===== config.mk =====
export PLATFORM = sky130hd
export DESIGN_NAME = elevator_request_scheduler
export DESIGN_NICKNAME = d
export VERILOG_FILES = /design/src/rtl/elevator_request_scheduler.sv
export SDC_FILE = /design/constraint.sdc
export NUM_CORES = 1
export LEC_CHECK = 0
export ABC_AREA = 0
export ABC_CLOCK_PERIOD_IN_PS = 4290
export CORE_UTILIZATION = 45
export CTS_BUF_LIST = sky130_fd_sc_hd__clkbuf_8
export CTS_CLUSTER_SIZE = 24
export DETAILED_ROUTE_END_ITERATION = 16
export PLACE_DENSITY = 0.72
export REMOVE_ABC_BUFFERS = 1
export SLEW_MARGIN = 25
export SYNTH_ARGS = -nofsm -noshare
export SYNTH_HDL_FRONTEND = slang
export SYNTH_SLANG_ARGS = --single-unit

===== constraint.sdc =====
create_clock -name clk -period 4.29 [get_ports clk]
set_clock_uncertainty 0.05 [all_clocks]
set_input_delay 0.858 -clock clk [delete_from_list [all_inputs] [get_ports clk]]
set_output_delay 0.858 -clock clk [all_outputs]
set_load 0.005 [all_outputs]

===== src/rtl/elevator_request_scheduler.sv =====
// elevator_request_scheduler
//
// Latches floor calls for a single car and hands the elevator controller one
// target floor at a time, serving calls in travel order (collective SCAN).
// Dispatch is held off while the controller reports a fault.
//
// Ports:
//   clk            system clock, rising edge
//   rst            asynchronous active-low reset
//   call_req       per-floor call strobes, latched into pending
//   current_floor  car position reported by the controller
//   complete       controller reached request_floor (used only in DISPATCH)
//   fault          OR of controller timer/weight alerts, level-sensitive
//   request_floor  target floor to the controller
//   dispatch_valid request_floor is a live command
//   pending        outstanding calls
//   sched_dir      scan direction, 1 = up, 0 = down
//   busy           not idle, or calls outstanding
module elevator_request_scheduler #(
    parameter int unsigned NUM_FLOORS   = 8,
    parameter int unsigned DWELL_CYCLES = 4
) (
    input  logic                  clk,
    input  logic                  rst,
    input  logic [NUM_FLOORS-1:0] call_req,
    input  logic [2:0]            current_floor,
    input  logic                  complete,
    input  logic                  fault,
    output logic [2:0]            request_floor,
    output logic                  dispatch_valid,
    output logic [NUM_FLOORS-1:0] pending,
    output logic                  sched_dir,
    output logic                  busy
);

    typedef enum logic [1:0] {StIdle, StDispatch, StDwell, StHold} state_e;

    state_e                  state_q;
    logic [7:0]              cnt_q;
    logic [NUM_FLOORS-1:0]   pending_q;
    logic [NUM_FLOORS-1:0]   pending_d;
    logic [2:0]              request_floor_q;
    logic                    dispatch_valid_q;
    logic                    sched_dir_q;
    logic                    busy_q;

    // Pending bits widened to the 3-bit floor address space; unused floors read 0.
    logic [7:0] pend8, call8, clr8, pend_next8;
    logic       cur_ok, here;
    logic       above_any, below_any, rt_up_any, rt_dn_any;
    logic [2:0] above_lo, below_hi, rt_up, rt_dn;
    logic       tgt_any, tgt_dir;
    logic [2:0] tgt;
    logic       to_idle;

    assign pend8  = 8'(pending_q);
    assign call8  = 8'(call_req);
    assign cur_ok = 32'(current_floor) < NUM_FLOORS;
    assign here   = pend8[current_floor];

    // Nearest pending floors relative to the car and to the current target.
    always_comb begin
        above_any = 1'b0;
        above_lo  = '0;
        below_any = 1'b0;
        below_hi  = '0;
        rt_up_any = 1'b0;
        rt_up     = '0;
        rt_dn_any = 1'b0;
        rt_dn     = '0;
        // Descending scan: the last hit is the lowest qualifying floor.
        for (int i = 7; i >= 0; i--) begin
            if (pend8[i] && (i > int'(current_floor))) begin
                above_any = 1'b1;
                above_lo  = 3'(i);
                if (i < int'(request_floor_q)) begin
                    rt_up_any = 1'b1;
                    rt_up     = 3'(i);
                end
            end
        end
        // Ascending scan: the last hit is the highest qualifying floor.
        for (int i = 0; i < 8; i++) begin
            if (pend8[i] && (i < int'(current_floor))) begin
                below_any = 1'b1;
                below_hi  = 3'(i);
                if (i > int'(request_floor_q)) begin
                    rt_dn_any = 1'b1;
                    rt_dn     = 3'(i);
                end
            end
        end
    end

    // SCAN choice from IDLE: keep direction while calls remain ahead, else reverse.
    always_comb begin
        tgt_any = above_any || below_any;
        tgt_dir = sched_dir_q;
        tgt     = '0;
        if (sched_dir_q) begin
            if (above_any) begin
                tgt = above_lo;
            end else if (below_any) begin
                tgt     = below_hi;
                tgt_dir = 1'b0;
            end
        end else begin
            if (below_any) begin
                tgt = below_hi;
            end else if (above_any) begin
                tgt     = above_lo;
                tgt_dir = 1'b1;
            end
        end
    end

    // Served-floor clear mask and next-state-is-IDLE flag (feeds busy).
    always_comb begin
        clr8    = '0;
        to_idle = 1'b0;
        unique case (state_q)
            StIdle: begin
                if (!fault) begin
                    if (!cur_ok)       to_idle = 1'b1;
                    else if (here)     clr8    = 8'b1 << current_floor;
                    else if (!tgt_any) to_idle = 1'b1;
                end
            end
            StDispatch: begin
                if (!fault && complete) clr8 = 8'b1 << request_floor_q;
            end
            StDwell: begin
                if (!fault && (cnt_q == 8'd0)) to_idle = 1'b1;
            end
            StHold: begin
                if (!fault) to_idle = 1'b1;
            end
            default: ;
        endcase
    end

    // Clear wins over a same-edge call for the same floor.
    assign pend_next8 = (pend8 | call8) & ~clr8;
    assign pending_d  = pend_next8[NUM_FLOORS-1:0];

    always_ff @(posedge clk or negedge rst) begin
        if (!rst) begin
            state_q          <= StIdle;
            cnt_q            <= '0;
            pending_q        <= '0;
            request_floor_q  <= '0;
            dispatch_valid_q <= 1'b0;
            sched_dir_q      <= 1'b1;
            busy_q           <= 1'b0;
        end else begin
            pending_q <= pending_d;
            busy_q    <= !to_idle || (|pending_d);
            unique case (state_q)
                StIdle: begin
                    if (fault) begin
                        state_q <= StHold;
                    end else if (cur_ok) begin
                        if (here) begin
                            state_q <= StDwell;
                            cnt_q   <= 8'(DWELL_CYCLES - 1);
                        end else if (tgt_any) begin
                            request_floor_q  <= tgt;
                            sched_dir_q      <= tgt_dir;
                            dispatch_valid_q <= 1'b1;
                            state_q          <= StDispatch;
                        end
                    end
                end
                StDispatch: begin
                    if (fault) begin
                        dispatch_valid_q <= 1'b0;
                        state_q          <= StHold;
                    end else if (complete) begin
                        dispatch_valid_q <= 1'b0;
                        state_q          <= StDwell;
                        cnt_q            <= 8'(DWELL_CYCLES - 1);
                    end else if (sched_dir_q && rt_up_any) begin
                        request_floor_q <= rt_up;
                    end else if (!sched_dir_q && rt_dn_any) begin
                        request_floor_q <= rt_dn;
                    end
                end
                StDwell: begin
                    if (fault)                  state_q <= StHold;
                    else if (cnt_q == 8'd0)     state_q <= StIdle;
                    else                        cnt_q   <= cnt_q - 8'd1;
                end
                StHold: begin
                    dispatch_valid_q <= 1'b0;
                    if (!fault) state_q <= StIdle;
                end
                default: state_q <= StIdle;
            endcase
        end
    end

    assign request_floor  = request_floor_q;
    assign dispatch_valid = dispatch_valid_q;
    assign pending        = pending_q;
    assign sched_dir      = sched_dir_q;
    assign busy           = busy_q;

endmodule

==> results.md <==
- Clk sinks: 24
- Clock Power Share: 17.0%
- Share of power burned in registers: 38.5%
- Peak supply drop: 0.160 mV
- Post-CTS Hold Fix Bufs: 0
- Placed Cells incl. Taps: 323
- Kind of critical path: in -> reg
- Routed len/inst: 17.5 um
- Antenna Cells: 0
- Worst EP required: 4.40 ns
- GP Congestion: 0.922
- Final hold vios: 0
- GR Util All Layers: 24.2%
- Dpl hpwl: 4130 um
- Critical path capture point type: flop
- Internal: 0.000659 W
- Remaining global-route overflow: 0
- Final setup fails: 0
- CTS tree: yes
- Clk_lat worst skew: 0.27 ns
- Final Cell Area: 2430 um2
- Starting density of the core: 47.9%
- Post CTS Setup Buffer Count: 0
- Maxcap violations: 0
- Switch share: 44.2%
- Peak Freq: 295 MHz
- CP arrival: 3.50 ns
- Async SR Flop Fraction: 100%
- IO Port Bufs: 28
- Setup WS post-layout: 0.895 ns
- Number of distinct library cells after synthesis: 66
- Dpl ws: 0.645 ns
- Routed Antenna Nets: 0
- Failing checks: DRC
- Worst Hold Depth: 1
- Synth warnings: 0
- EDFF count, synth: 0
- Run status: finished with violations
- CTS Buf Count: 3
- FP Rows: 24
- Average vias per placed instance: 6.44
- Die height: 70.8 um
- Slew Viols, Final: 0
- H-Tree Level Count: 1
- Synthesized area: 2130 um2
- # IOs: 29
- Root Driver: clkbuf_8
- Clock tree buffer depth: 2
- NumNets Final: 292
- Pre-Repair DR Iteration Count: 11
- Cell taking the most area after synthesis: dfrtp_1
- Worst Reg-to-Reg Cells: 5
- Share of the synthesized area in the top cell type: 27.0%
- Combinational share of power: 44.4%
- Tmin final: 3.40 ns
- LEAKAGE: 0.884 nW
- Count leader, synth: dfrtp_1
- Vias post-DR: 2106
- Post-route insts no fill: 327
- RSZ-0062 raised after global routing: false
- Core Footprint: 4440 um2
- Synth Flop Type: dfrtp_1
- Synth top area cells: dfrtp_1 (27%), o21ai_0 (5.2%), a21oi_1 (4.7%), nand2_1 (3.9%), nor2_1 (3.9%)
- Crit-path max cell delay: 0.92 ns
- Min-Delay Path Class: reg -> reg
- Layout cells sized above 1: 10.5%
- Fill cells: 429
- Placed inst area: 2350 um2
- Avg Cell Area, Syn: 8.19 um2
- CP Max Fanout: 18
- DR DRC count: 2
- WL final: 5730 um
- First-pass GRT wire length: 9640 um
- Final worst path period share: 79.1%
- Startpoint class of the critical path: primary input
- NetSw: 0.000522 W
- Worst path slowest cell: clkdlybuf4s50_1
- Number of global-route vias before repair: 1942
- Initial antenna violation count: 0
- Crit path cell chain: clkdlybuf4s50_1 > inv_1 > o21ai_2 > a21oi_1 > o22a_1 > a2111oi_2 > a211oi_1 > mux2_1
- Die area: 5010 um2
- Syn Inst Count: 260
- Area growth syn-to-layout: 14.0%
- Chip width: 70.8 um
- Share of the yosys chip area belonging to registers: 28.3%
- Post-route setup TNS: 0 ns
- Slew of the pin with the lowest slew margin: 0.692 ns
- Initial DRC count: 157
- Pwr dens: 487 nW/um2
- Max-slew headroom: 53.7%
- Most frequent cells after synthesis: dfrtp_1 (23), nand2_1 (22), nor2_1 (22), o21ai_0 (22), a21oi_1 (20)
- Post-CTS Resized: 0
- Largest net degree at the start of global routing: 25
- Post-synthesis register bit count: 24
- Clk slew on worst S/H paths: 0.09 ns
[registers in the layout, indices dropped and copies added (netlist names)]
| register | count |
|---|---|
| pending | 8 |
| sched_dir | 1 |
| request_floor | 3 |
| dispatch_valid | 1 |
| busy | 1 |
| cnt_q | 8 |
| state_q | 2 |
[worst max-delay path, delay by kind of cell]
family          cells  cell delay [ns]
mux                 1             0.31
buf+inv             2             1.23
compound gates      5             1.08
[power groups by stage]
stage | registers [W] | clock network [W] | logic [W]
3_3_place_gp | 0.000454 | 0 | 0.000512
2_1_floorplan | 0.000407 | 0 | 0.000359
5_1_grt | 0.000471 | 0.000214 | 0.000589
3_5_place_dp | 0.000451 | 0 | 0.000519
6_report | 0.000455 | 0.000201 | 0.000525
4_1_cts | 0.000449 | 0.000204 | 0.000522
[metal layers]
layer  vias to the layer above  global-route usage (%)  part of all wire [%]
met1                       990                    35.9                    46
met5                         -                       0                     0
met3                        10                    2.71                   6.9
li1                       1005                       -                     -
met4                         0                    9.33                   2.1
met2                       101                    36.0                    45
[layout by cell type (no fill, tap or decap), types with 4 or more instances in the layout]
cell type and instances:
nand3_1 8, nand2_1 22, a31oi_1 7, nor3_1 12, clkdlybuf4s50_1 27, nor2_1 22, o21ai_0 22, o22ai_1 4
nand2b_1 6, dfrtp_1 23, o32ai_1 4, a21oi_1 20, inv_1 13, nor2b_1 5
[logic make-up after synthesis]
kind of cell | Yosys count | share of synthesized area [%]
muxes | 7 | 5.23
buffers and inverters | 31 | 8.00
DFF | 24 | 28.3
and+or+nand+nor | 98 | 24.9
AOI/OAI and AO/OA | 93 | 30.5
adders and majority gates | 1 | 0.588
xor gates and xnor gates | 6 | 2.47
[path summary, 6_finish.rpt]
check                                                   from                           end  slack [ns]
worst max-delay path                        current_floor[0]  request_floor[0]$_DFFE_PN0P_        0.89
worst min-delay path              dispatch_valid$_DFFE_PN0P_    dispatch_valid$_DFFE_PN0P_        0.47
worst max register to register  request_floor[2]$_DFFE_PN0P_  request_floor[0]$_DFFE_PN0P_        1.80
worst min register to register    dispatch_valid$_DFFE_PN0P_    dispatch_valid$_DFFE_PN0P_        0.47
max in group asynchronous                                rst         sched_dir$_DFFE_PN1P_        3.32
min in group asynchronous                                rst          cnt_q[3]$_DFFE_PN0P_        0.50
[cell type report]
cell class                      count  area [um2]  share of cell area (%)
Clock buffer                        3        41.3                    1.70
Clock inverter                      1        30.0                    1.24
Inverter                           13        48.8                    2.01
Multi-Input combinational cell    205        1360                    55.9
Sequential cell                    24         602                    24.8
Tap cell                           52        65.1                    2.68
Timing Repair Buffer               29         283                    11.7
[stage by stage]
step	hold WS, ns	total power, W	utilization, %
final	0.470	0.00118	54.6
after detailed placement	0.452	0.000970	53.0
after floorplan	0.440	0.000767	-
after global routing	0.506	0.00127	54.6
after global placement	0.456	0.000967	53.1
after CTS	0.474	0.00118	54.6
Note: power is estimated with default switching activity, not from simulation.
